[config.mk]
export PLATFORM = sky130hd
export DESIGN_NAME = ioctl_rom_router
export DESIGN_NICKNAME = d
export VERILOG_FILES = /design/src/rtl/ioctl_rom_router.sv
export SDC_FILE = /design/constraint.sdc
export NUM_CORES = 1
export LEC_CHECK = 0
export BUFFER_PORTS_ARGS = -buffer_cell sky130_fd_sc_hd__buf_2
export CORE_UTILIZATION = 35
export CTS_BUF_LIST = sky130_fd_sc_hd__clkbuf_16
export CTS_CLUSTER_SIZE = 8
export DETAILED_ROUTE_END_ITERATION = 6
export GPL_ROUTABILITY_DRIVEN = 0
export HOLD_SLACK_MARGIN = 0.02
export PLACE_DENSITY = 0.65
export SKIP_LAST_GASP = 1
export SYNTH_ARGS = -nofsm -noshare
export SYNTH_HDL_FRONTEND = slang
export SYNTH_SLANG_ARGS = --single-unit
[constraint.sdc]
create_clock -name clk_sys -period 2.4 [get_ports clk_sys]
set_input_delay 0.48 -clock clk_sys [delete_from_list [all_inputs] [get_ports clk_sys]]
set_output_delay 0.48 -clock clk_sys [all_outputs]
set_load 0.005 [all_outputs]
[src/rtl/ioctl_rom_router.sv]
// rtl/ioctl_rom_router.sv - hps_io download router: ROM word packing into N regions, DIP/mod capture.
// Optional checksum on rom_sum: define IOCTL_ROM_ROUTER_CHECKSUM_EN.
module ioctl_rom_router #(
  parameter int NUM_REGIONS = 4,
  parameter int REGION_AW   = 16,
  parameter int DATA_W      = 16,
  parameter int ROM_INDEX   = 0,
  parameter int MOD_INDEX   = 1,
  parameter int DIP_INDEX   = 254,
  parameter int DIP_BYTES   = 8,
  localparam int BPW        = DATA_W / 8,
  localparam int LW         = $clog2(BPW),
  localparam int WAW        = REGION_AW - LW
) (
  input  logic                     clk_sys,
  input  logic                     RESET_n,
  input  logic                     ioctl_download,
  input  logic [7:0]               ioctl_index,
  input  logic                     ioctl_wr,
  input  logic [24:0]              ioctl_addr,
  input  logic [7:0]               ioctl_dout,
  output logic                     ioctl_wait,
  output logic [NUM_REGIONS-1:0]   dn_we,
  output logic [WAW-1:0]           dn_addr,
  output logic [DATA_W-1:0]        dn_data,
  output logic [BPW-1:0]           dn_be,
  input  logic                     dn_ready,
  output logic [8*DIP_BYTES-1:0]   dip_bank,
  output logic [7:0]               mod_byte,
  output logic                     dl_done,
  output logic                     dl_overflow,
  output logic [15:0]              rom_sum
);

  localparam int RIW = (NUM_REGIONS > 1) ? $clog2(NUM_REGIONS) : 1;
  localparam int RGW = 25 - REGION_AW;
  localparam int LSW = (LW > 0) ? LW : 1;

  typedef enum logic [2:0] {IDLE, COLLECT, ISSUE, FLUSH, DONE} state_t;

  state_t                  state_q;
  logic                    rom_dl_q, end_q, dl_done_q, ovf_q;
  logic [DATA_W-1:0]       acc_data_q;
  logic [BPW-1:0]          acc_mask_q;
  logic [WAW-1:0]          acc_word_q;
  logic [RIW-1:0]          acc_reg_q;
  logic                    skid_v_q;
  logic [7:0]              skid_byte_q;
  logic [LSW-1:0]          skid_lane_q;
  logic [WAW-1:0]          skid_word_q;
  logic [RIW-1:0]          skid_reg_q;
  logic [NUM_REGIONS-1:0]  dn_we_q;
  logic [WAW-1:0]          dn_addr_q;
  logic [DATA_W-1:0]       dn_data_q;
  logic [BPW-1:0]          dn_be_q;
  logic [8*DIP_BYTES-1:0]  dip_q;
  logic [7:0]              mod_q;

  logic [RGW-1:0]          in_region;
  logic                    in_range;
  logic [RIW-1:0]          in_reg;
  logic [WAW-1:0]          in_word;
  logic [LSW-1:0]          in_lane;
  logic                    rom_active, rom_rise, rom_fall, rom_wr, rom_byte;
  logic                    split;
  logic [DATA_W-1:0]       place_data_d;
  logic [BPW-1:0]          place_mask_d;
  logic                    ld_v;
  logic [7:0]              ld_byte;
  logic [LSW-1:0]          ld_lane;
  logic [WAW-1:0]          ld_word;
  logic [RIW-1:0]          ld_reg;
  logic [DATA_W-1:0]       ld_data_d;
  logic [BPW-1:0]          ld_mask_d;

  assign in_region  = ioctl_addr[24:REGION_AW];
  assign in_range   = in_region < RGW'(NUM_REGIONS);
  assign in_reg     = in_region[RIW-1:0];
  assign in_word    = ioctl_addr[REGION_AW-1:LW];
  assign in_lane    = (LW == 0) ? '0 : ioctl_addr[LSW-1:0];

  // A byte in the same cycle as the download falling edge is still accepted.
  assign rom_active = ioctl_download && (ioctl_index == 8'(ROM_INDEX));
  assign rom_rise   = rom_active && !rom_dl_q;
  assign rom_fall   = rom_dl_q && !rom_active;
  assign rom_wr     = ioctl_wr && (ioctl_index == 8'(ROM_INDEX)) && (ioctl_download || rom_dl_q);
  assign rom_byte   = rom_wr && in_range;

  assign split = (acc_mask_q != '0) && ((in_word != acc_word_q) || (in_reg != acc_reg_q));
  assign place_data_d = (((acc_mask_q == '0) ? '0 : acc_data_q) & ~(DATA_W'(8'hFF) << {in_lane, 3'b000}))
                      | (DATA_W'(ioctl_dout) << {in_lane, 3'b000});
  assign place_mask_d = acc_mask_q | (BPW'(1) << in_lane);

  // Word that starts once an issue completes: the skid byte, else a byte arriving right now.
  assign ld_v      = skid_v_q || rom_byte;
  assign ld_byte   = skid_v_q ? skid_byte_q : ioctl_dout;
  assign ld_lane   = skid_v_q ? skid_lane_q : in_lane;
  assign ld_word   = skid_v_q ? skid_word_q : in_word;
  assign ld_reg    = skid_v_q ? skid_reg_q  : in_reg;
  assign ld_data_d = DATA_W'(ld_byte) << {ld_lane, 3'b000};
  assign ld_mask_d = BPW'(1) << ld_lane;

  always_ff @(posedge clk_sys or negedge RESET_n) begin
    if (!RESET_n) begin
      state_q     <= IDLE;
      rom_dl_q    <= 1'b0;
      end_q       <= 1'b0;
      dl_done_q   <= 1'b0;
      ovf_q       <= 1'b0;
      acc_data_q  <= '0;
      acc_mask_q  <= '0;
      acc_word_q  <= '0;
      acc_reg_q   <= '0;
      skid_v_q    <= 1'b0;
      skid_byte_q <= '0;
      skid_lane_q <= '0;
      skid_word_q <= '0;
      skid_reg_q  <= '0;
      dn_we_q     <= '0;
      dn_addr_q   <= '0;
      dn_data_q   <= '0;
      dn_be_q     <= '0;
    end else begin
      rom_dl_q  <= rom_active;
      dl_done_q <= 1'b0;
      case (state_q)
        IDLE: begin
          if (rom_rise) begin
            acc_data_q <= '0;
            acc_mask_q <= '0;
            skid_v_q   <= 1'b0;
            end_q      <= 1'b0;
            ovf_q      <= 1'b0;
            state_q    <= COLLECT;
          end
        end
        COLLECT: begin
          if (rom_byte) begin
            if (split) begin
              dn_we_q     <= NUM_REGIONS'(1) << acc_reg_q;
              dn_addr_q   <= acc_word_q;
              dn_data_q   <= acc_data_q;
              dn_be_q     <= acc_mask_q;
              skid_v_q    <= 1'b1;
              skid_byte_q <= ioctl_dout;
              skid_lane_q <= in_lane;
              skid_word_q <= in_word;
              skid_reg_q  <= in_reg;
              end_q       <= rom_fall;
              state_q     <= ISSUE;
            end else begin
              acc_data_q <= place_data_d;
              acc_mask_q <= place_mask_d;
              acc_word_q <= in_word;
              acc_reg_q  <= in_reg;
              if (&place_mask_d) begin
                dn_we_q   <= NUM_REGIONS'(1) << in_reg;
                dn_addr_q <= in_word;
                dn_data_q <= place_data_d;
                dn_be_q   <= place_mask_d;
                end_q     <= rom_fall;
                state_q   <= ISSUE;
              end else if (rom_fall) begin
                state_q <= FLUSH;
              end
            end
          end else if (rom_fall) begin
            state_q <= FLUSH;
          end
        end
        ISSUE: begin
          if (rom_fall) end_q <= 1'b1;
          if (!dn_ready) begin
            if (rom_byte && !skid_v_q) begin
              skid_v_q    <= 1'b1;
              skid_byte_q <= ioctl_dout;
              skid_lane_q <= in_lane;
              skid_word_q <= in_word;
              skid_reg_q  <= in_reg;
            end
          end else begin
            dn_we_q  <= '0;
            skid_v_q <= 1'b0;
            if (ld_v) begin
              acc_data_q <= ld_data_d;
              acc_mask_q <= ld_mask_d;
              acc_word_q <= ld_word;
              acc_reg_q  <= ld_reg;
              if (&ld_mask_d) begin
                dn_we_q   <= NUM_REGIONS'(1) << ld_reg;
                dn_addr_q <= ld_word;
                dn_data_q <= ld_data_d;
                dn_be_q   <= ld_mask_d;
              end else begin
                state_q <= (end_q || rom_fall) ? FLUSH : COLLECT;
              end
            end else begin
              acc_mask_q <= '0;
              state_q    <= (end_q || rom_fall) ? DONE : COLLECT;
            end
          end
        end
        FLUSH: begin
          if (acc_mask_q != '0) begin
            dn_we_q   <= NUM_REGIONS'(1) << acc_reg_q;
            dn_addr_q <= acc_word_q;
            dn_data_q <= acc_data_q;
            dn_be_q   <= acc_mask_q;
            end_q     <= 1'b1;
            state_q   <= ISSUE;
          end else begin
            state_q <= DONE;
          end
        end
        DONE: begin
          dl_done_q <= 1'b1;
          state_q   <= IDLE;
        end
        default: state_q <= IDLE;
      endcase
      if (rom_wr && !in_range) ovf_q <= 1'b1;
    end
  end

  always_ff @(posedge clk_sys or negedge RESET_n) begin
    if (!RESET_n) begin
      dip_q <= '0;
      mod_q <= '0;
    end else if (ioctl_wr) begin
      if (ioctl_index == 8'(DIP_INDEX)) begin
        for (int k = 0; k < DIP_BYTES; k++) begin
          if (ioctl_addr == 25'(k)) dip_q[8*k +: 8] <= ioctl_dout;
        end
      end
      if (ioctl_index == 8'(MOD_INDEX)) mod_q <= ioctl_dout;
    end
  end

`ifdef IOCTL_ROM_ROUTER_CHECKSUM_EN
  logic [15:0] sum_q;
  logic        sum_add;
  assign sum_add = rom_byte && ((state_q == COLLECT) || ((state_q == ISSUE) && !skid_v_q));
  always_ff @(posedge clk_sys or negedge RESET_n) begin
    if (!RESET_n)                         sum_q <= '0;
    else if ((state_q == IDLE) && rom_rise) sum_q <= '0;
    else if (sum_add)                     sum_q <= sum_q + 16'(ioctl_dout);
  end
  assign rom_sum = sum_q;
`else
  assign rom_sum = 16'h0000;
`endif

  assign ioctl_wait  = (state_q == ISSUE);
  assign dn_we       = dn_we_q;
  assign dn_addr     = dn_addr_q;
  assign dn_data     = dn_data_q;
  assign dn_be       = dn_be_q;
  assign dl_done     = dl_done_q;
  assign dl_overflow = ovf_q;
  assign dip_bank    = dip_q;
  assign mod_byte    = mod_q;

endmodule

# Yosys cells after proc, flatten, opt, wreduce, memory -nomap -nowiden
# Index checks and enable logic that the tools add are counted.
[word_totals]
register_bits = 178
latchBits = 0
ramBits = 0
rom_bits = 0
out_inout_bits = 128
elab_cells = 224
n_memories = 0
[op_classes]
addsub = 0
mul = 0
div_mod_pow = 0
n_lt_le_gt_ge = 1
n_eq_ne = 29
shifts = 8
muxes = 106
bitwise_logic = 4
n_reduce_logical = 49
[ops]
columns = ["op", "n"]
rows = [
  ["15-bit two-way mux", 16],
  ["16-bit two-way mux", 13],
  ["25-bit by 3-bit equality test with 1-bit output (second input constant)", 4],
  ["16-bit case mux with 3 select lines", 2],
  ["15-bit case mux with 2 select lines", 2],
  ["25-bit by 2-bit equality test with 1-bit output (second input constant)", 2],
  ["15-bit case mux with 3 select lines", 1],
  ["2-bit two-way mux", 22],
  ["8-bit two-way mux", 5],
  ["8-bit by 4-bit << shifter with 16-bit output", 2],
  ["3-bit two-way mux", 10],
  ["4-bit two-way mux", 7],
  ["3-bit AND reduction", 9],
  ["25-bit by 1-bit equality test with 1-bit output (second input constant)", 1],
  ["25-bit logical NOT", 1],
  ["5-bit AND reduction", 5],
  ["1-bit two-way mux", 18],
  ["16-bit bitwise AND", 1],
  ["16-bit inverter", 1],
  ["16-bit OR", 1],
  ["8-bit case mux with 2 select lines", 1],
  ["8-bit by 4-bit << shifter with 16-bit output (first input constant)", 1],
  ["15-bit inequality test", 1],
  ["2-bit inequality test (second input constant)", 6],
  ["other kinds (32)", 65],
]

# Logic depth before layout (Yosys ltp)
# Gate-level depths: netlist of run 1.
[logic_depth]
depth_word = 10
ltp_mapped = 10

# Worst setup path before layout of run 1
# Ideal clock, no wire load.
[synth_timing]
path_type = "input-to-reg"
start = "input port ioctl_addr[2]"
end = "register acc_word_q[10]"
setup_ns = 0.125
arrival_time_ns = 2.800
required_ns = 2.275
slack_ns = -0.525
path_stages = 8
n_path_buf = 2
path_cell_list = "clkbuf_1 xor2_1 or4_4 o31a_1 or3_4 a21oi_4 buf_12 mux2_4"
[synth_between]
elab_chain_cells = 5
[synth_lines]
columns = ["item", "line", "source"]
rows = [
  ["start, declared", "20", "input logic [24:0] ioctl_addr,"],
  ["15-bit inequality test", "89", "assign split = (acc_mask_q != '0) && ((in_word != acc_word_q) || (in_reg != acc_reg_q));"],
  ["1-bit logical OR", "89", ""],
  ["1-bit logical AND", "89", ""],
  ["2-bit inequality test (no source line)", "--", ""],
  ["5-bit AND reduction (no source line)", "--", ""],
  ["end signal, assigned", "154", "acc_word_q <= in_word;"],
  ["end signal, assigned", "187", "acc_word_q <= ld_word;"],
  ["end, declared", "45", "logic [WAW-1:0] acc_word_q;"],
]
# No other way between the ends.
# A chain may end at the register's enable or synchronous reset.

# Worst setup path after layout of run 1
[layout_timing]
start = "register acc_word_q[13]"
end = "register acc_reg_q[0]"
[layout_between]
elab_chain_cells = 5
[layout_lines]
columns = ["item", "line", "source"]
rows = [
  ["15-bit inequality test", "89", ""],
  ["1-bit logical OR", "89", ""],
  ["1-bit logical AND", "89", ""],
  ["2-bit inequality test (no source line)", "--", ""],
  ["5-bit AND reduction (no source line)", "--", ""],
  ["end signal, assigned", "155", "acc_reg_q <= in_reg;"],
  ["end signal, assigned", "188", "acc_reg_q <= ld_reg;"],
  ["end, declared", "46", "logic [RIW-1:0] acc_reg_q;"],
]
# No other way between the ends.

==> run summary, run 1 <==
In this run the critical register-to-register path is launched from acc_word_q[13]$_DFFE_PN0P_. The final layout net count is 1158. Summed over all layers, the global routing overflow is 0.

The area growth from synthesis to layout is 36.47%. For the worst flop-to-flop path, the logic depth is 8. Measured along the x axis, the die boundary spans 159.6 um. Number of pins exceeding their max-slew limit in the final report: 0. The tools report the number of distinct library cells after synthesis as 54. In this run the static leakage power is 0.005642 uW. The number of clock buffers added by TritonCTS is 17. Net switching is 32.06% of the power. The post-cts hold buffer count is 0, and the total power per unit cell area is 727.7 mW/mm^2. The floorplan step defined a die boundary enclosing 0.02548 mm^2. For the source-to-sink clock delay at the later pin of the worst-skew pair, the log shows 0.43 ns. Dividing the detail-routed wire length by the instance count gives 18.59 um.

The run gives 0 as the total count of hold-check failures in the final report. 174 I/O pins were placed. Clock tree synthesis found a total of 178 sinks. In this run the vertical extent of the chip is 159.6 um. Dividing the detail-routed via count by the number of cells gives 5.243.

For the DRC violation count after routing, the log shows 0. The endpoint identified for the worst register-to-register timing path is acc_reg_q[0]$_DFFE_PN0P_. Endpoint required time on the critical path: 2.71 ns. The clock passes through at most 2 buffers. The worst path in the final design needs a cycle of 2.739 ns, including I/O delays and setup.

Once layout is done, the placed cells without fillers occupy 0.01187 mm^2. The initial antenna violation count is 1, and the count of endpoints failing setup in the final report is 98. The detailed-placement wirelength estimate was 17.69 mm; the number of flip-flops and latches in the synthesized netlist was 178.

At the pin with the least slew margin, the transition time is 0.8291 ns. In this run the mean area of a mapped cell was 10.09 um^2. The run gives -0.3386 ns as the post-route worst setup slack. The floorplan step defined a core boundary enclosing 0.02432 mm^2.

For the CTS H-tree depth, the log shows 4. The final reports fail on setup timing. The internal power of the cells totals 5866 uW. Wires add up to 26.93 mm. The post-route netlist has 41.60% of its cells at a drive strength greater than 1.

The share of total power dissipated in the clock network is 31.3%. The first global-routing pass estimated 42.53 mm of wire. TritonCTS built the clock tree. The overall routing resource usage was 21.42%; the share of the cycle needed by the critical path after routing was 114.1%.

On the final layout, the worst clock skew is 0.009225 ns. Cell area after placement: 0.01059 mm^2. Startpoint class of the critical path: a flip-flop. For flop-to-flop paths, the worst setup slack is -0.34 ns.

The share of flip-flops with an asynchronous set or reset works out to 100.0%. The initialized floorplan defines 57 standard-cell rows. The register share of total power was 43.4%. For the gate count after technology mapping, the log shows 862.

The most used flip-flop cell after synthesis is sky130_fd_sc_hd__dfrtp_1. Entering global routing, the biggest net connects 64 pins. The highest fanout seen on the critical path came out at 17. Share of the core filled with cells: 48.79%.

In this run the cell area of the synthesized design comes to 0.008695 mm^2. The run gives -22.93 ns as the sum of negative setup slack. The worst hold-check path type is in -> async. The Yosys warning count was 0; the share of the yosys chip area belonging to registers was 51.23%.

The tools report the cell at the root of the clock tree as sky130_fd_sc_hd__clkbuf_16. The combinational share of power is 25.3%, and the critical path arrival is 3.05 ns. The worst setup path is captured at a flip-flop.

Max-cap violations in this run came to 0. The length of the first detailed-routing pass in iterations is 6, and the number of antenna diodes is 0. In this run the power spent charging and discharging nets is 2769 uW. The initial core utilization was 35.75%; the total via count after detailed routing was 7597. After clock tree synthesis, the clock-pin slew on the worst setup and hold paths is 0.07 ns. Counting flops with a built-in enable in the synthesized netlist gives 0. The detailed router finished its first iteration with 485 violations. Setup repair after global routing could not meet its margin everywhere.

The run finished, with violations left. The critical path is of the reg -> reg type. IR analysis of the VDD net gives a maximum drop of 0.4368 mV. The number of antenna-violating nets in the routed design came out at 0. Based on the critical path, the design can be clocked at up to 365.1 MHz. The number of buffer cells added on primary ports came out at 157. The worst slew margin relative to its limit is 44.72%. For the via count of the first global-routing pass, the log shows 7533.
-- how the worst max path moves through the flow --
stage / startpoint / cells past startpoint / slack (ns) / end
floorplan: ioctl_addr[2] / 8 / -0.41 / acc_word_q[10]$_DFFE_PN0P_
global placement: ioctl_addr[5] / 9 / -0.51 / acc_reg_q[1]$_DFFE_PN0P_
detailed placement: ioctl_addr[5] / 9 / -0.52 / acc_word_q[0]$_DFFE_PN0P_
CTS: acc_word_q[4]$_DFFE_PN0P_ / 8 / -0.33 / acc_word_q[0]$_DFFE_PN0P_
global route: acc_word_q[13]$_DFFE_PN0P_ / 9 / -0.43 / acc_data_q[4]$_DFFE_PN0P_
finish: acc_word_q[13]$_DFFE_PN0P_ / 8 / -0.34 / acc_reg_q[0]$_DFFE_PN0P_
-- worst max-delay path: stages (launching register included) --
cell                      delay [ns]
sky130_fd_sc_hd__dfrtp_1        0.39
sky130_fd_sc_hd__xnor2_1        0.19
sky130_fd_sc_hd__nand4_1        0.18
sky130_fd_sc_hd__or4_4          0.54
sky130_fd_sc_hd__o31a_1         0.29
sky130_fd_sc_hd__or3_4          0.35
sky130_fd_sc_hd__a21oi_4        0.15
sky130_fd_sc_hd__buf_12         0.19
sky130_fd_sc_hd__mux2_2         0.34
-- registers in the layout, summed over array words and instances (netlist names), 2 cells and up --
| signal | count |
|---|---|
| mod_byte | 8 |
| dn_we | 4 |
| skid_reg_q | 2 |
| state_q | 3 |
| dn_data | 16 |
| skid_word_q | 15 |
| acc_word_q | 15 |
| dip_bank | 64 |
| acc_mask_q | 2 |
| acc_reg_q | 2 |
| acc_data_q | 16 |
| dn_addr | 15 |
| skid_byte_q | 8 |
| dn_be | 2 |
-- final cells by class --
class                   instances  area [um^2]
well taps                     324        405.4
inverters                      14        52.55
clock buffers                  17        425.4
repair buffers                278         1999
multi-input cells             623         4393
clock inverters                15        135.1
flip-flops and latches        178         4454
fillers                      2232        12450
-- power by group through the flow --
stage | Sequential, uW | Clock, uW | Combinational [uW]
final | 3750 | 2700 | 2190
after global routing | 3800 | 2880 | 2380
after CTS | 3740 | 2760 | 2140
after detailed placement | 3780 | 0 | 1820
after global placement | 3760 | 0 | 1800
after floorplan | 3740 | 0 | 941
-- placed cells by master (no fill, tap or decap), types with 7 or more instances in the layout --
cell type	Yosys	routed
sky130_fd_sc_hd__a22oi_2	0	10
sky130_fd_sc_hd__xor2_1	7	7
sky130_fd_sc_hd__dfrtp_1	178	178
sky130_fd_sc_hd__inv_1	14	15
sky130_fd_sc_hd__xnor2_1	8	7
sky130_fd_sc_hd__mux2_4	9	10
sky130_fd_sc_hd__buf_6	1	10
sky130_fd_sc_hd__conb_1	1	16
sky130_fd_sc_hd__buf_12	1	14
sky130_fd_sc_hd__nand3_1	18	18
sky130_fd_sc_hd__buf_4	16	93
sky130_fd_sc_hd__a31oi_1	27	26
sky130_fd_sc_hd__o21ai_0	91	90
sky130_fd_sc_hd__clkbuf_16	0	18
sky130_fd_sc_hd__nand2b_1	8	8
sky130_fd_sc_hd__a221oi_2	0	11
sky130_fd_sc_hd__a221oi_4	0	9
sky130_fd_sc_hd__mux2i_1	11	11
sky130_fd_sc_hd__nor2_1	69	62
sky130_fd_sc_hd__a21oi_1	40	33
sky130_fd_sc_hd__nor3_1	8	7
sky130_fd_sc_hd__nand2_1	125	122
sky130_fd_sc_hd__mux2_2	84	83
sky130_fd_sc_hd__nor4_1	10	8
sky130_fd_sc_hd__buf_2	7	156
-- synth_stat cells (2+ instances only) --
library cell               count  area, um^2
sky130_fd_sc_hd__a211o_1       2       17.52
sky130_fd_sc_hd__a21o_1        6       45.04
sky130_fd_sc_hd__a21oi_1      40       200.2
sky130_fd_sc_hd__a221oi_1     20       175.2
sky130_fd_sc_hd__a22oi_1      11       82.58
sky130_fd_sc_hd__a31oi_1      27       168.9
sky130_fd_sc_hd__and3_1        6       37.54
sky130_fd_sc_hd__buf_1         4       15.01
sky130_fd_sc_hd__buf_2         7       35.03
sky130_fd_sc_hd__buf_4        16       120.1
sky130_fd_sc_hd__clkbuf_1     33       123.9
sky130_fd_sc_hd__dfrtp_1     178        4454
sky130_fd_sc_hd__inv_1        14       52.55
sky130_fd_sc_hd__mux2_2       84       945.9
sky130_fd_sc_hd__mux2_4        9       135.1
sky130_fd_sc_hd__mux2i_1      11       110.1
sky130_fd_sc_hd__nand2_1     125       469.2
sky130_fd_sc_hd__nand2b_1      8       50.05
sky130_fd_sc_hd__nand3_1      18       90.09
sky130_fd_sc_hd__nand3b_1      2       15.01
sky130_fd_sc_hd__nand4_1       2       12.51
sky130_fd_sc_hd__nor2_1       69       259.0
sky130_fd_sc_hd__nor2b_1       3       18.77
sky130_fd_sc_hd__nor3_1        8       40.04
sky130_fd_sc_hd__nor3b_1       2       15.01
sky130_fd_sc_hd__nor4_1       10       62.56
sky130_fd_sc_hd__o21a_1        2       15.01
sky130_fd_sc_hd__o21ai_0      91       455.4
sky130_fd_sc_hd__o221ai_1      4       35.03
sky130_fd_sc_hd__o22ai_1       4       25.02
sky130_fd_sc_hd__or2_2         4       25.02
sky130_fd_sc_hd__or3_1         7       43.79
sky130_fd_sc_hd__xnor2_1       8       70.07
sky130_fd_sc_hd__xor2_1        7       61.31
-- layer usage --
layer / track usage (%) / share of wire (%) / up-vias
li1: - / - / 3562
met1: 29.47 / 46 / 3736
met2: 32.83 / 46 / 263
met3: 5.377 / 6.2 / 34
met4: 7.255 / 1.6 / 2
met5: 0 / 0.048 / -
-- stage by stage --
step | worst slack (ns) | hold slack, ns | cells | total power (uW)
global placement | -0.5105 | 0.4574 | 1396 | 5556
finish | -0.3386 | 0.04520 | 1449 | 8634
CTS | -0.3327 | 0.06608 | 1445 | 8629
global route | -0.4282 | 0.08046 | 1449 | 9059
floorplan | -0.4143 | 0.1844 | 877 | 4682
detailed placement | -0.5161 | 0.4656 | 1396 | 5602
-- timing repair --
action	in CTS	in global routing
pin swaps	56	29
endpoints found under the hold margin	0	0
endpoints found under the setup margin	97	102
setup buffers	9	11
resized for setup	62	31
gates cloned	9	0
-- cells by family after synthesis --
logic type	after synthesis	share of synthesized area (%)
simple gates	268	13.53
mux	104	13.70
compound gates	220	15.64
flops	178	51.23
buf+inv	76	4.346
xor+xnor	15	1.511
other cells	1	0.04313
No activity file was read; power rests on OpenSTA's default activity.
==> inputs of run 2 (changes only) <==
CAP_MARGIN = 20   (was default)
CORE_MARGIN = 8   (was default)
CORE_UTILIZATION = 44   (was 35)
PLACE_DENSITY = 0.77   (was 0.65)
==> run 2 against run 1 <==
Effect of this change: the flow still finishes with violations (setup timing); register-to-register slack improved by 0.03 ns; count of clock-buffer cells in the layout unchanged; power increased by 2.9%; worst setup slack better by 0.032 ns; sequential share of layout area down 0.39 points; design area rose by 1.0%; global-route usage rose by 2.1 points; die area decreased by 3.8%; critical path depth grew 1; non-clock buffer count increased by 16; wire length is 7.5% higher; fmax is 1.2% higher; largest cell class unchanged.
==> run summary, run 2 (same netlist as run 1, synthesis figures left out) <==
The run finished, with violations left. Violations in the final reports: setup timing (unchanged). The cell with the biggest individual delay on the critical path was sky130_fd_sc_hd__or4_4 (unchanged). The initial antenna violation count is 1 (unchanged), and the TritonCTS sink count is 178 (unchanged).

Critical path arrival: 3.03 ns (was 3.05 ns). The CTS H-tree depth is 4 (unchanged), and the routed length per instance is 20.55 um (was 18.59 um). The tools report the start point of the worst min-delay path as ioctl_dout[4]. The number of fill cells in the layout is 1571 (was 2232). The worst ir drop on vdd was 0.5928 mV (was 0.4368 mV). Vertical die dimension: 156.6 um (was 159.6 um). The highest fanout seen on the critical path works out to 5 (was 17).

The total overflow reported by the global router was 0 (unchanged); the global-route wire length before repair was 44.98 mm (was 42.53 mm). The transition at the pin with the smallest max-transition slack came out at 0.6928 ns (was 0.8291 ns). Commonest cells after routing, fill and taps aside: sky130_fd_sc_hd__dfrtp_1 (178), sky130_fd_sc_hd__buf_2 (156), sky130_fd_sc_hd__nand2_1 (122) (unchanged). The clock-pin transition on the worst setup and hold timing paths is 0.07 ns (about the same), and the number of cell rows is 51 (was 57).

The tools report the cell area after placement as 0.01050 mm^2 (was 0.01059 mm^2). The number of primary I/O pins is 174 (unchanged). TritonCTS built the clock tree. The die outline area was 0.02451 mm^2 (was 0.02548 mm^2). Overall routing resource usage: 23.52% (was 21.42%).

The final instance area came out at 0.01199 mm^2 (was 0.01187 mm^2). The worst hold-check path type is in -> reg (was in -> async). The initial core utilization was 44.82% (was 35.75%); the number of vias per cell was 5.648 (was 5.243). The tools report the cell at the root of the clock tree as sky130_fd_sc_hd__clkbuf_16 (unchanged). The detailed-placement wirelength estimate is 18.66 mm (was 17.69 mm), and the number of buffer cells added on primary ports is 157 (unchanged).

The tools report the beginning of the worst register-to-register path as acc_word_q[14]$_DFFE_PN0P_ (was acc_word_q[13]$_DFFE_PN0P_). The area overhead of the layout relative to synthesis was 37.89% (was 36.47%); the total via count after detailed routing was 7953 (was 7597). The number of max-capacitance violations reported was 0 (unchanged). The largest buffer count on any clock path is 2 (unchanged). The reported leakage power came out at 0.005757 uW (was 0.005642 uW). The DRC violation count after routing is 0 (unchanged). The final layout net count is 1175 (was 1158), and the core region area is 0.01940 mm^2 (was 0.02432 mm^2). Startpoint class of the critical path: a flip-flop (unchanged). The endpoint required time on the critical path was 2.72 ns (was 2.71 ns); the shortest period the worst path allows was 2.707 ns (was 2.739 ns). The highest clock frequency the design can meet came out at 369.4 MHz (was 365.1 MHz). The tools report the worst setup path startpoint as acc_word_q[14]$_DFFE_PN0P_ (was acc_word_q[13]$_DFFE_PN0P_). Element type at the critical path end: a flip-flop (unchanged). The type of the worst setup path is reg -> reg (unchanged).

The share of the cycle needed by the critical path after routing was 112.8% (was 114.1%); the via count of the first global-routing pass was 8254 (was 7533). The total count of hold-check failures in the final report is 0 (unchanged), and the number of DRC markers after the initial detailed-route iteration is 611 (was 485). The power after layout was 8881 uW (was 8634 uW); the fraction of final layout cells sized beyond drive strength 1 was 43.87% (was 41.60%). The clock tree skew after final layout was 0.007327 ns (was 0.009225 ns); the die width was 156.6 um (was 159.6 um). The logic depth of the worst register-to-register path was 9 (was 8); the worst hold slack after final layout was 0.3977 ns (was 0.04520 ns). The total power per unit cell area came out at 740.8 mW/mm^2 (was 727.7 mW/mm^2). Series of cell instances along the critical path: xnor2_1 > nand4_1 > or4_4 > o31a_1 > or3_4 > a21oi_4 > buf_4 > buf_12 > mux2_2 (was xnor2_1 > nand4_1 > or4_4 > o31a_1 > or3_4 > a21oi_4 > buf_12 > mux2_2). Setup repair after global routing could not meet its margin everywhere. The length of the first detailed-routing pass in iterations came out at 5 (was 6). Flip-flop count of the largest register, all copies and words added: 64 (unchanged). For the worst slew margin relative to its limit, the log shows 53.81% (was 44.72%). The largest incremental delay on the critical path is 0.45 ns (was 0.54 ns).

The run gives 0 (unchanged) as the number of pins exceeding their max-slew limit in the final report. The logs give 28.94 mm (was 26.93 mm) for the total wirelength of the detailed-routed design and 17 (unchanged) for the number of buffers created by CTS. The tools report the count of endpoints failing setup in the final report as 99 (was 98). The source-to-sink clock delay at the later pin of the worst-skew pair was 0.43 ns (about the same). Most common cell after layout, fill and taps aside: sky130_fd_sc_hd__dfrtp_1 (unchanged). Counting instances, the worst hold path has a depth of 2. For the post-route worst setup slack, the log shows -0.3070 ns (was -0.3386 ns). The tools report the number of antenna-violating nets in the routed design as 0 (unchanged). The run gives 54 (was 64) as the maximum number of pins on one net before global-route repair.
## run 2: per-layer routing
layer / GRT usage, % / share of wire, %
met1: 29.57 / 40
met2: 37.98 / 47
met3: 5.929 / 9.7
met4: 9.794 / 2.6
met5: 0 / 0.028
## run 2: repair_timing
item,4_1_cts,5_1_grt
buffers inserted,16,9
cloned,13,0
resized for setup,67,54
hold buffers,1,0
endpoints found under the setup margin,98,101
pin swaps,40,11
hold endpoints to repair,12,0
## run 2: final timing paths
kind | to | slack, ns
worst max register to register | acc_reg_q[0]$_DFFE_PN0P_ | -0.31
min in group asynchronous | dn_addr[6]$_DFFE_PN0P_ | 0.57
worst min register to register | dip_bank[11]$_DFFE_PN0P_ | 0.47
worst min-delay path | dip_bank[36]$_DFFE_PN0P_ | 0.40
worst max-delay path | acc_reg_q[0]$_DFFE_PN0P_ | -0.31
max in group asynchronous | dip_bank[51]$_DFFE_PN0P_ | 0.99
## run 2: through the flow
step	util, %	std cells	setup TNS, ns	setup slack (ns)
global placement	54.11	1340	-37.48	-0.5048
detailed placement	54.11	1340	-39.34	-0.5189
finish	61.80	1408	-17.36	-0.3070
floorplan	-	877	-14.35	-0.4143
global route	61.79	1407	-24.81	-0.3831
CTS	60.71	1401	-15.25	-0.2881
## run 2: critical path: cells and delay by family (launching register included)
family / cells / cell delay [ns]
AO/OA/AOI/OAI: 2 / 0.46
XOR/XNOR: 1 / 0.17
buffers and inverters: 2 / 0.26
flip-flops: 1 / 0.41
multiplexers: 1 / 0.33
AND/OR/NAND/NOR: 3 / 0.96
## run 2: cell type report
cell class	instances	area (um^2)	share of cell area, %
Antenna cell	1	2.502	0.02087
Clock buffer	17	425.4	3.548
Clock inverter	15	167.7	1.398
Inverter	14	52.55	0.4383
Multi-Input combinational cell	624	4390	36.62
Sequential cell	178	4454	37.15
Tap cell	265	331.6	2.766
Timing Repair Buffer	294	2165	18.05
## run 2: report_power, final
part	total (uW)	switching, uW	internal, uW
Sequential	3800	391	3410
Combinational	2220	1200	1030
Clock	2860	1290	1570
Total	8880	2870	6010
==> inputs of run 3 (changes only) <==
REMOVE_ABC_BUFFERS = 1   (was default)
==> run 3 against run 2 <==
Effect of this change: the run still ends with setup timing left; clock power decreased by 6%; global-route usage fell by 1.3 points; register-to-register slack lost 0.09 ns; critical endpoint is now acc_word_q[10]$_DFFE_PN0P_; clock skew up 0.0029 ns; design area is 4.6% lower; first-iteration DRC count rose by 40%; largest cell class unchanged; cell count down 1.5%; utilization fell by 2.8 points.
==> run summary, run 3 (same netlist as run 1, synthesis figures left out) <==
The reported leakage power is 0.005544 uW (was 0.005757 uW). Commonest cells after routing, fill and taps aside: sky130_fd_sc_hd__dfrtp_1 (177), sky130_fd_sc_hd__buf_2 (156), sky130_fd_sc_hd__nand2_1 (124) (was sky130_fd_sc_hd__dfrtp_1 (178), sky130_fd_sc_hd__buf_2 (156), sky130_fd_sc_hd__nand2_1 (122)). The number of DRC markers after the initial detailed-route iteration was 858 (was 611); the number of buffer cells added on primary ports was 157 (unchanged). Flip-flop count of the largest register, all copies and words added: 64 (unchanged). Initial core utilization: 44.82% (unchanged). TritonCTS built the clock tree.

The tools report the number of antenna-violating nets in the routed design as 0 (unchanged). Clock-pin transition on the worst setup and hold timing paths: 0.07 ns (about the same). The clock tree skew after final layout is 0.01023 ns (was 0.007327 ns). Setup repair after global routing could not meet its margin everywhere.

The via count of the first global-routing pass was 7933 (was 8254). For the endpoint required time on the critical path, the log shows 2.72 ns (about the same). The final standard cell count with taps included and fillers excluded was 1387 (was 1408); the post-route worst setup slack was -0.3946 ns (was -0.3070 ns).

The tools report the maximum number of pins on one net before global-route repair as 63 (was 54). The fraction of final layout cells sized beyond drive strength 1 is 39.29% (was 43.87%), and the detailed-placement wirelength estimate is 18.66 mm (about the same). The logs give 0 (unchanged) for the number of pins exceeding their max-slew limit in the final report and 27.69 mm (was 28.94 mm) for the total wirelength of the detailed-routed design. The register-to-register path setup slack is -0.39 ns (was -0.31 ns), and the global-route wire length before repair is 42.81 mm (was 44.98 mm). The total power per unit cell area is 734.5 mW/mm^2 (was 740.8 mW/mm^2). The logs give 7786 (was 7953) for the total via count after detailed routing and 1153 (was 1175) for the final layout net count. The run finished, with violations left. For the total count of hold-check failures in the final report, the log shows 0 (unchanged). The number of vias per cell works out to 5.614 (was 5.648).

The element type at the critical path end is a flip-flop (unchanged). Core region area: 0.01940 mm^2 (unchanged). The worst hold-check path type is in -> reg (unchanged).

The area overhead of the layout relative to synthesis came out at 31.54% (was 37.89%). The largest buffer count on any clock path was 2 (unchanged). For the final instance area, the log shows 0.01144 mm^2 (was 0.01199 mm^2).

The worst ir drop on vdd is 0.5494 mV (was 0.5928 mV), and the die outline area is 0.02451 mm^2 (unchanged). The TritonCTS sink count is 178 (unchanged), and the highest fanout seen on the critical path is 8 (was 5). The type of the worst setup path was reg -> reg (unchanged). The tools report the worst slew margin relative to its limit as 60.63% (was 53.81%). The highest clock frequency the design can meet is 357.8 MHz (was 369.4 MHz). The number of fill cells in the layout was 1580 (was 1571). The tools report the initial antenna violation count as 2 (was 1).

The post-placement cell count was 1334 (was 1340); the transition at the pin with the smallest max-transition slack was 0.5890 ns (was 0.6928 ns). The count of endpoints failing setup in the final report was 98 (was 99); the worst-case setup slack after placement was -0.5473 ns (was -0.5189 ns). The number of buffers created by CTS was 17 (unchanged); the shortest period the worst path allows was 2.795 ns (was 2.707 ns). The die width works out to 156.6 um (unchanged). Startpoint class of the critical path: a flip-flop (unchanged). The total overflow reported by the global router is 0 (unchanged). Routed length per instance: 19.97 um (was 20.55 um). The most common cell after layout, fill and taps aside was sky130_fd_sc_hd__dfrtp_1 (unchanged). The cell area after placement was 0.01039 mm^2 (was 0.01050 mm^2); the share of the cycle needed by the critical path after routing was 116.4% (was 112.8%). The length of the first detailed-routing pass in iterations was 5 (unchanged); the DRC violation count after routing was 0 (unchanged). The cell at the root of the clock tree was sky130_fd_sc_hd__clkbuf_16 (unchanged).

For the number of primary I/O pins, the log shows 174 (unchanged). The run gives 0.004140 mm^2 (was 0.004390 mm^2) as the area of the multi-input gates. The run gives 0.004456 mm^2 (was 0.004454 mm^2) as the sequential cell area in the final layout.

The overall routing resource usage was 22.20% (was 23.52%); the source-to-sink clock delay at the later pin of the worst-skew pair was 0.44 ns (was 0.43 ns). The vertical die dimension was 156.6 um (unchanged). Violations in the final reports: setup timing (unchanged). The CTS H-tree depth was 4 (unchanged); the number of cell rows was 51 (unchanged). For the number of max-capacitance violations reported, the log shows 0 (unchanged). The critical path arrival was 3.11 ns (was 3.03 ns).
[run 3: cell count changes in the layout (fill, tap and decap cells not counted), sizes merged]
cell	delta
clkinvlp	+2
inv	-4
or3	-1
bufinv	-2
diode	+1
bufbuf	-1
clkinv	+4
clkbuf	+1
buf	-21
[run 3: area by class of cell]
type	count	share of cell area [%]
Antenna cell	2	0.04376
Clock buffer	17	3.720
Timing Repair Buffer	273	16.46
Clock inverter	15	1.258
Inverter	14	0.4595
Tap cell	265	2.899
Sequential cell	178	38.96
Multi-Input combinational cell	623	36.20
[run 3: through the flow]
stage	util, %	total power, uW	hold slack (ns)	setup TNS, ns
4_1_cts	58.48	8358	0.3786	-15.51
3_3_place_gp	53.55	5508	0.3382	-33.81
2_1_floorplan	-	4599	0.1844	-198.49
6_report	58.96	8401	0.3973	-21.42
5_1_grt	58.95	8804	0.4095	-26.60
3_5_place_dp	53.55	5573	0.3414	-40.11
[run 3: worst paths after layout]
kind / startpoint / to / cells after the start
setup reg to reg: acc_word_q[4]$_DFFE_PN0P_ / acc_word_q[10]$_DFFE_PN0P_ / 9
hold / removal: ioctl_addr[17] / skid_reg_q[1]$_DFFE_PN0P_ / 2
min in group asynchronous: RESET_n / dn_addr[4]$_DFFE_PN0P_ / 2
hold reg to reg: dip_bank[27]$_DFFE_PN0P_ / dip_bank[27]$_DFFE_PN0P_ / 2
max in group asynchronous: RESET_n / dip_bank[55]$_DFFE_PN0P_ / 3
setup / recovery: acc_word_q[4]$_DFFE_PN0P_ / acc_word_q[10]$_DFFE_PN0P_ / 9
[run 3: repair_timing]
action                                  CTS  global route
gates resized for setup                  47            27
hold buffers                              1             0
setup buffers                             8             7
cloned                                    7             2
endpoints found under the setup margin   95           100
endpoints found under the hold margin    18             0
pin swaps                                13            12
[run 3: worst max-delay path, cell delays in order, from the launching register on]
cell                      delay, ns
sky130_fd_sc_hd__dfrtp_1       0.41
sky130_fd_sc_hd__xnor2_1       0.19
sky130_fd_sc_hd__nand4_1       0.18
sky130_fd_sc_hd__or4_4         0.53
sky130_fd_sc_hd__o31a_1        0.28
sky130_fd_sc_hd__or3_4         0.34
sky130_fd_sc_hd__a21oi_4       0.19
sky130_fd_sc_hd__buf_6         0.13
sky130_fd_sc_hd__buf_12        0.13
sky130_fd_sc_hd__mux2_4        0.30
[run 3: metal layers]
metal	global-route usage (%)	vias up	part of all wire, %
met5	0	-	0
met4	10.71	0	3.8
met3	4.992	83	7.6
met2	35.76	403	48
met1	27.78	3750	41
li1	-	3550	-
[run 3: power by group]
part	total [uW]	internal, uW	switching, uW
Clock	2700	1370	1320
Sequential	3680	3410	273
Combinational	2020	902	1120
